[src/rtl/fb_pkg.sv]
// Shared frame-buffer constants and types for the writer and the VGA pixel generator.
package fb_pkg;

    localparam int IMG_W    = 256;
    localparam int IMG_H    = 256;
    localparam int PIX_W    = 8;
    localparam int ADDR_W   = 16;
    localparam int FB_DEPTH = IMG_W * IMG_H;

    typedef logic [PIX_W-1:0]  pix_t;
    typedef logic [ADDR_W-1:0] addr_t;

    typedef enum logic [1:0] {
        IDLE = 2'd0,
        LOAD = 2'd1,
        DONE = 2'd2
    } fb_wr_state_t;

endpackage

[src/rtl/fb_raster_counter.sv]
// Raster-order x/y counter with a running linear address (x + W*y) kept without a multiplier.
module fb_raster_counter #(
    parameter int W  = fb_pkg::IMG_W,
    parameter int H  = fb_pkg::IMG_H,
    parameter int AW = fb_pkg::ADDR_W
) (
    input  logic          clk,
    input  logic          rst,
    input  logic          clr,
    input  logic          inc,
    output logic [AW-1:0] addr,
    output logic          last
);

    localparam int XW = (W > 1) ? $clog2(W) : 1;
    localparam int YW = (H > 1) ? $clog2(H) : 1;
    localparam logic [XW-1:0] X_MAX = XW'(W - 1);
    localparam logic [YW-1:0] Y_MAX = YW'(H - 1);

    logic [XW-1:0] x_reg;
    logic [YW-1:0] y_reg;
    logic [AW-1:0] addr_reg;

    assign last = (x_reg == X_MAX) && (y_reg == Y_MAX);
    assign addr = addr_reg;

    always_ff @(posedge clk) begin
        if (rst || clr) begin
            x_reg    <= '0;
            y_reg    <= '0;
            addr_reg <= '0;
        end else if (inc) begin
            // Stepping past the final pixel rewinds to the origin rather than overflowing the address.
            if (last) begin
                x_reg    <= '0;
                y_reg    <= '0;
                addr_reg <= '0;
            end else begin
                addr_reg <= addr_reg + AW'(1);
                if (x_reg == X_MAX) begin
                    x_reg <= '0;
                    y_reg <= y_reg + YW'(1);
                end else begin
                    x_reg <= x_reg + XW'(1);
                end
            end
        end
    end

endmodule

[src/rtl/fb_writer.sv]
// Frame-buffer write engine: streams one raster-order frame into the RAM write port.
// Optional running pixel checksum output is enabled by defining FB_WRITER_CHECKSUM_EN.
module fb_writer #(
    parameter int IMG_W  = fb_pkg::IMG_W,
    parameter int IMG_H  = fb_pkg::IMG_H,
    parameter int PIX_W  = fb_pkg::PIX_W,
    parameter int ADDR_W = fb_pkg::ADDR_W
) (
    input  logic              clk,
    input  logic              rst,
    input  logic              start,
    input  logic              abort,
    input  logic [PIX_W-1:0]  s_data,
    input  logic              s_valid,
    output logic              s_ready,
    output logic [ADDR_W-1:0] ram_addr,
    output logic [PIX_W-1:0]  ram_data,
    output logic              ram_wren,
    output logic              busy,
    output logic              frame_done
`ifdef FB_WRITER_CHECKSUM_EN
    ,
    output logic [15:0]       frame_sum
`endif
);

    localparam logic [1:0] ST_IDLE = 2'(fb_pkg::IDLE);
    localparam logic [1:0] ST_LOAD = 2'(fb_pkg::LOAD);
    localparam logic [1:0] ST_DONE = 2'(fb_pkg::DONE);

    logic [1:0]        state_reg;
    logic [1:0]        state_next;
    logic [ADDR_W-1:0] ram_addr_reg;
    logic [PIX_W-1:0]  ram_data_reg;
    logic              ram_wren_reg;
    logic              frame_done_reg;

    logic              accept;
    logic              start_take;
    logic              cnt_last;
    logic [ADDR_W-1:0] cnt_addr;

    // Abort closes the handshake in the same cycle so no pixel is consumed while cancelling.
    assign s_ready    = (state_reg == ST_LOAD) && !abort;
    assign accept     = s_valid && s_ready;
    assign start_take = (state_reg == ST_IDLE) && start && !abort;
    assign busy       = (state_reg != ST_IDLE);

    fb_raster_counter #(
        .W  (IMG_W),
        .H  (IMG_H),
        .AW (ADDR_W)
    ) u_counter (
        .clk  (clk),
        .rst  (rst),
        .clr  (start_take),
        .inc  (accept),
        .addr (cnt_addr),
        .last (cnt_last)
    );

    always_comb begin
        state_next = state_reg;
        case (state_reg)
            ST_IDLE: if (start_take) state_next = ST_LOAD;
            ST_LOAD: begin
                if (abort)
                    state_next = ST_IDLE;
                else if (accept && cnt_last)
                    state_next = ST_DONE;
            end
            ST_DONE: state_next = ST_IDLE;
            default: state_next = ST_IDLE;
        endcase
    end

    always_ff @(posedge clk) begin
        if (rst) begin
            state_reg      <= ST_IDLE;
            ram_addr_reg   <= '0;
            ram_data_reg   <= '0;
            ram_wren_reg   <= 1'b0;
            frame_done_reg <= 1'b0;
        end else begin
            state_reg      <= state_next;
            ram_wren_reg   <= accept;
            frame_done_reg <= accept && cnt_last;
            if (accept) begin
                ram_addr_reg <= cnt_addr;
                ram_data_reg <= s_data;
            end
        end
    end

    assign ram_addr   = ram_addr_reg;
    assign ram_data   = ram_data_reg;
    assign ram_wren   = ram_wren_reg;
    assign frame_done = frame_done_reg;

`ifdef FB_WRITER_CHECKSUM_EN
    logic [15:0] frame_sum_reg;

    // The sum only moves on accepted pixels, so an abort leaves it frozen.
    always_ff @(posedge clk) begin
        if (rst || start_take)
            frame_sum_reg <= '0;
        else if (accept)
            frame_sum_reg <= frame_sum_reg + 16'(s_data);
    end

    assign frame_sum = frame_sum_reg;
`endif

endmodule
[config.mk]
export PLATFORM = sky130hd
export DESIGN_NAME = fb_writer
export DESIGN_NICKNAME = d
export VERILOG_FILES = /design/src/rtl/fb_pkg.sv /design/src/rtl/fb_raster_counter.sv /design/src/rtl/fb_writer.sv
export SDC_FILE = /design/constraint.sdc
export NUM_CORES = 1
export LEC_CHECK = 0
export BUFFER_PORTS_ARGS = -buffer_cell sky130_fd_sc_hd__buf_2
export CAP_MARGIN = 20
export CORE_MARGIN = 2
export CORE_UTILIZATION = 45
export CTS_CLUSTER_DIAMETER = 100
export DETAILED_ROUTE_END_ITERATION = 7
export PLACE_DENSITY_LB_ADDON = 0.12
export SLEW_MARGIN = 10
export SYNTH_ARGS = -nofsm -noshare
export SYNTH_HDL_FRONTEND = slang
export SYNTH_SLANG_ARGS = --single-unit
[constraint.sdc]
create_clock -name clk -period 1.73 [get_ports clk]
set_input_delay 0.0865 -clock clk [delete_from_list [all_inputs] [get_ports clk]]
set_output_delay 0.0865 -clock clk [all_outputs]
set_load 0.02 [all_outputs]
==> metrics <==
status=completed; CP max FO=10; multi-input logic area=1160 sq um; final hold violations=0; syn_nets=slightly above 300; Routed WL=~5300 um; filler instances=472; dominant cells by area after synthesis=dfxtp_1, nand2_1, a21oi_1; slowest CP cell=or4_1; TritonRoute pass-1 iters=4; share of the synthesized area in the top cell type=about half; WP data required=1990 ps; Post-synth ARST share=0%; Net Sw Power=0.598 mW; met1 global-route usage=23.4%; Initial Util=47.3%; Post-synth EDFFs=0; mux share of post-synthesis cell area=0.409%; Syn Inst Count=295; first-pass GRT wire length=about 9100 um; Skew-Pair Late Insertion Delay=330 ps; Gate power share=3.3%; cell taking the most area after synthesis=dfxtp_1; Crit path max-delay family=simple AND/OR/NAND/NOR gates; n_diodes=0; top-count cell post-synth=nand2_1; hpwl dp=about 3400 um; Worst VDD drop=around 0.53 mV; FP Rows=26; I/O pins=41; Final Cycle Share=a little over nine tenths; sequential area share after synthesis=49.1%; Synth Area in Compound Gates=10.2%; vias in the first global route=2,115; final worst path period need=around 1600 ps; CTS Buffer Depth=2; Pleak=1.17 nW; gp weighted congestion=roughly 0.77; Max-cap violations=0; setup TNS=0 ps; core area=5170 sq um; Clock Power Share=between 50% and 60%; RSZ-0062 raised after global routing=no; FF/Latch Area=1200 sq um; design area=3150 sq um; cells along the critical path=ha_1 -> and3_4 -> nand3_4 -> or4_1 -> a21oi_2; Die X-Extent=77.8 um; total die area=6050 sq um; Cell variety after synth=35; Main synth FF type=dfxtp_1; Post-layout nets=~370; H-tree depth=3; grt total ovfl=0; adder-cell share of the synthesized area=1.53%; hold_ws=66.1 ps; syn_area_per_cell=8.30 sq um; Max Clock Skew=just under 4 ps; met3 usage=4.07%; Flop pwr share=45.4%; CTS tree=built; max incr delay on CP=560 ps; PwrDens=972 nW/um^2; CP bufs+invs=0; Slew headroom=75.9%; Worst setup EP type=flop; flops & latches, synth=60; via count=2,181; Critical Path AT=1900 ps; port bufs=40; Post-synth top cells=nand2_1, dfxtp_1, a21oi_1; DR iter-0 viols=92; Final Slew Violations=0; GR peak layer=met2; Slew @ Worst Pin=359 ps; largest family of logic cells by synthesized area=simple AND/OR/NAND/NOR gates; Synth Area in XOR/XNOR=7.15%; layout cells sized above 1=around 22%; Chip Height=77.8 um; CTS Buf Count=9; Setup Viol. Count Final=0; post-synthesis simple-gate area fraction=about 28%; drt via density=5.05; DRC Markers=0; Cell Int Power=2.46 mW; worst hold path type=input port to flop; Routed WL per cell=12.2 um; Crit Path Category=flop to flop; cell area after synthesis=2450 sq um; post-route ant nets=0; Clock Sinks=60; GRT Util Overall=18.9%; Sw Share=19.6%; YS warnings=0; Post-DP Area=2780 sq um; fmax=0.611 GHz; Final Core Density=60.9%; pin count of the biggest net entering global routing=37; Clock transition at path regs=70 ps; root buffer cell=clkbuf_8; met2 usage=between 30% and 40%; CP startpoint kind=flop; Area growth, synth to finish=28.6%; initial antenna violation count=0
## per-layer routing
layer	share of wire, %	up-vias
met4	1.8	0
met2	44	40
met5	0	-
met3	3.2	9
li1	-	1130
met1	51	1002
## repair_timing
| item | in CTS | in global routing |
|---|---|---|
| setup buffers | 0 | 4 |
| endpoints found under the setup margin | 1 | 3 |
| gates resized for setup | 1 | 2 |
| hold buffers | 8 | 0 |
| hold endpoints to repair | 8 | 0 |
## cell type report
cell class,count,area share [%]
Clock buffer,12,4.93
Clock inverter,4,3.02
Inverter,4,0.477
Multi-Input combinational cell,214,36.9
Sequential cell,60,38.2
Tap cell,70,2.78
Timing Repair Buffer,68,13.7
## worst register-to-register path: cells and delay by family, from the launching register on
| family | cells | cell delay [ps] |
|---|---|---|
| flops | 1 | 350 |
| compound gates | 1 | 160 |
| fa+ha+maj | 1 | 170 |
| simple gates | 3 | 900 |
## stage by stage
stage	worst slack (ps)	std cells	power (mW)
after floorplan	154	295	1.47
after global placement	94.5	404	1.51
after detailed placement	46.4	404	1.51
after CTS	3.39	428	3.09
after global routing	8.51	432	3.17
final	92.4	432	3.06
## power groups by stage
| stage | registers (mW) | clock network (mW) | logic, mW |
|---|---|---|---|
| 2_1_floorplan | 1.42 | 0 | 0.0476 |
| 3_3_place_gp | 1.42 | 0 | 0.0865 |
| 3_5_place_dp | 1.42 | 0 | 0.0868 |
| 4_1_cts | 1.39 | 1.60 | 0.101 |
| 5_1_grt | 1.39 | 1.67 | 0.110 |
| 6_report | 1.39 | 1.57 | 0.101 |
## worst paths after layout
| path | from | endpoint | slack, ps | cells past startpoint |
|---|---|---|---|---|
| setup reg to reg | u_counter.x_reg[1] | u_counter.y_reg[7] | 90 | 5 |
| hold reg to reg | ram_addr[8] | ram_addr[8] | 450 | 2 |
| hold / removal | abort | state_reg[0] | 70 | 4 |
| setup / recovery | u_counter.x_reg[1] | u_counter.y_reg[7] | 90 | 5 |
## kinds of logic after synthesis
kind of cell	after synthesis
flops	60
fa+ha+maj	3
buf+inv	21
compound gates	46
mux	1
simple gates	144
xor+xnor	20
## layout by cell type (no fill, tap or decap), types with 2 or more instances in the layout
cell,synthesis,final
nand2_1,61,61
dfxtp_1,60,59
buf_2,3,40
a21oi_1,31,30
nor2_1,28,28
buf_4,3,20
nand3_1,14,14
xnor2_1,11,11
clkbuf_8,0,11
nand4_1,9,9
xor2_1,9,9
nor3_1,8,8
dlygate4sd3_1,0,8
o21ai_0,7,7
nor4_1,6,6
inv_1,4,4
or3_1,4,4
o31ai_1,3,3
or4_1,3,3
ha_1,3,3
bufinv_16,0,3
and2_1,2,2
(Power assumes the default switching activity.)
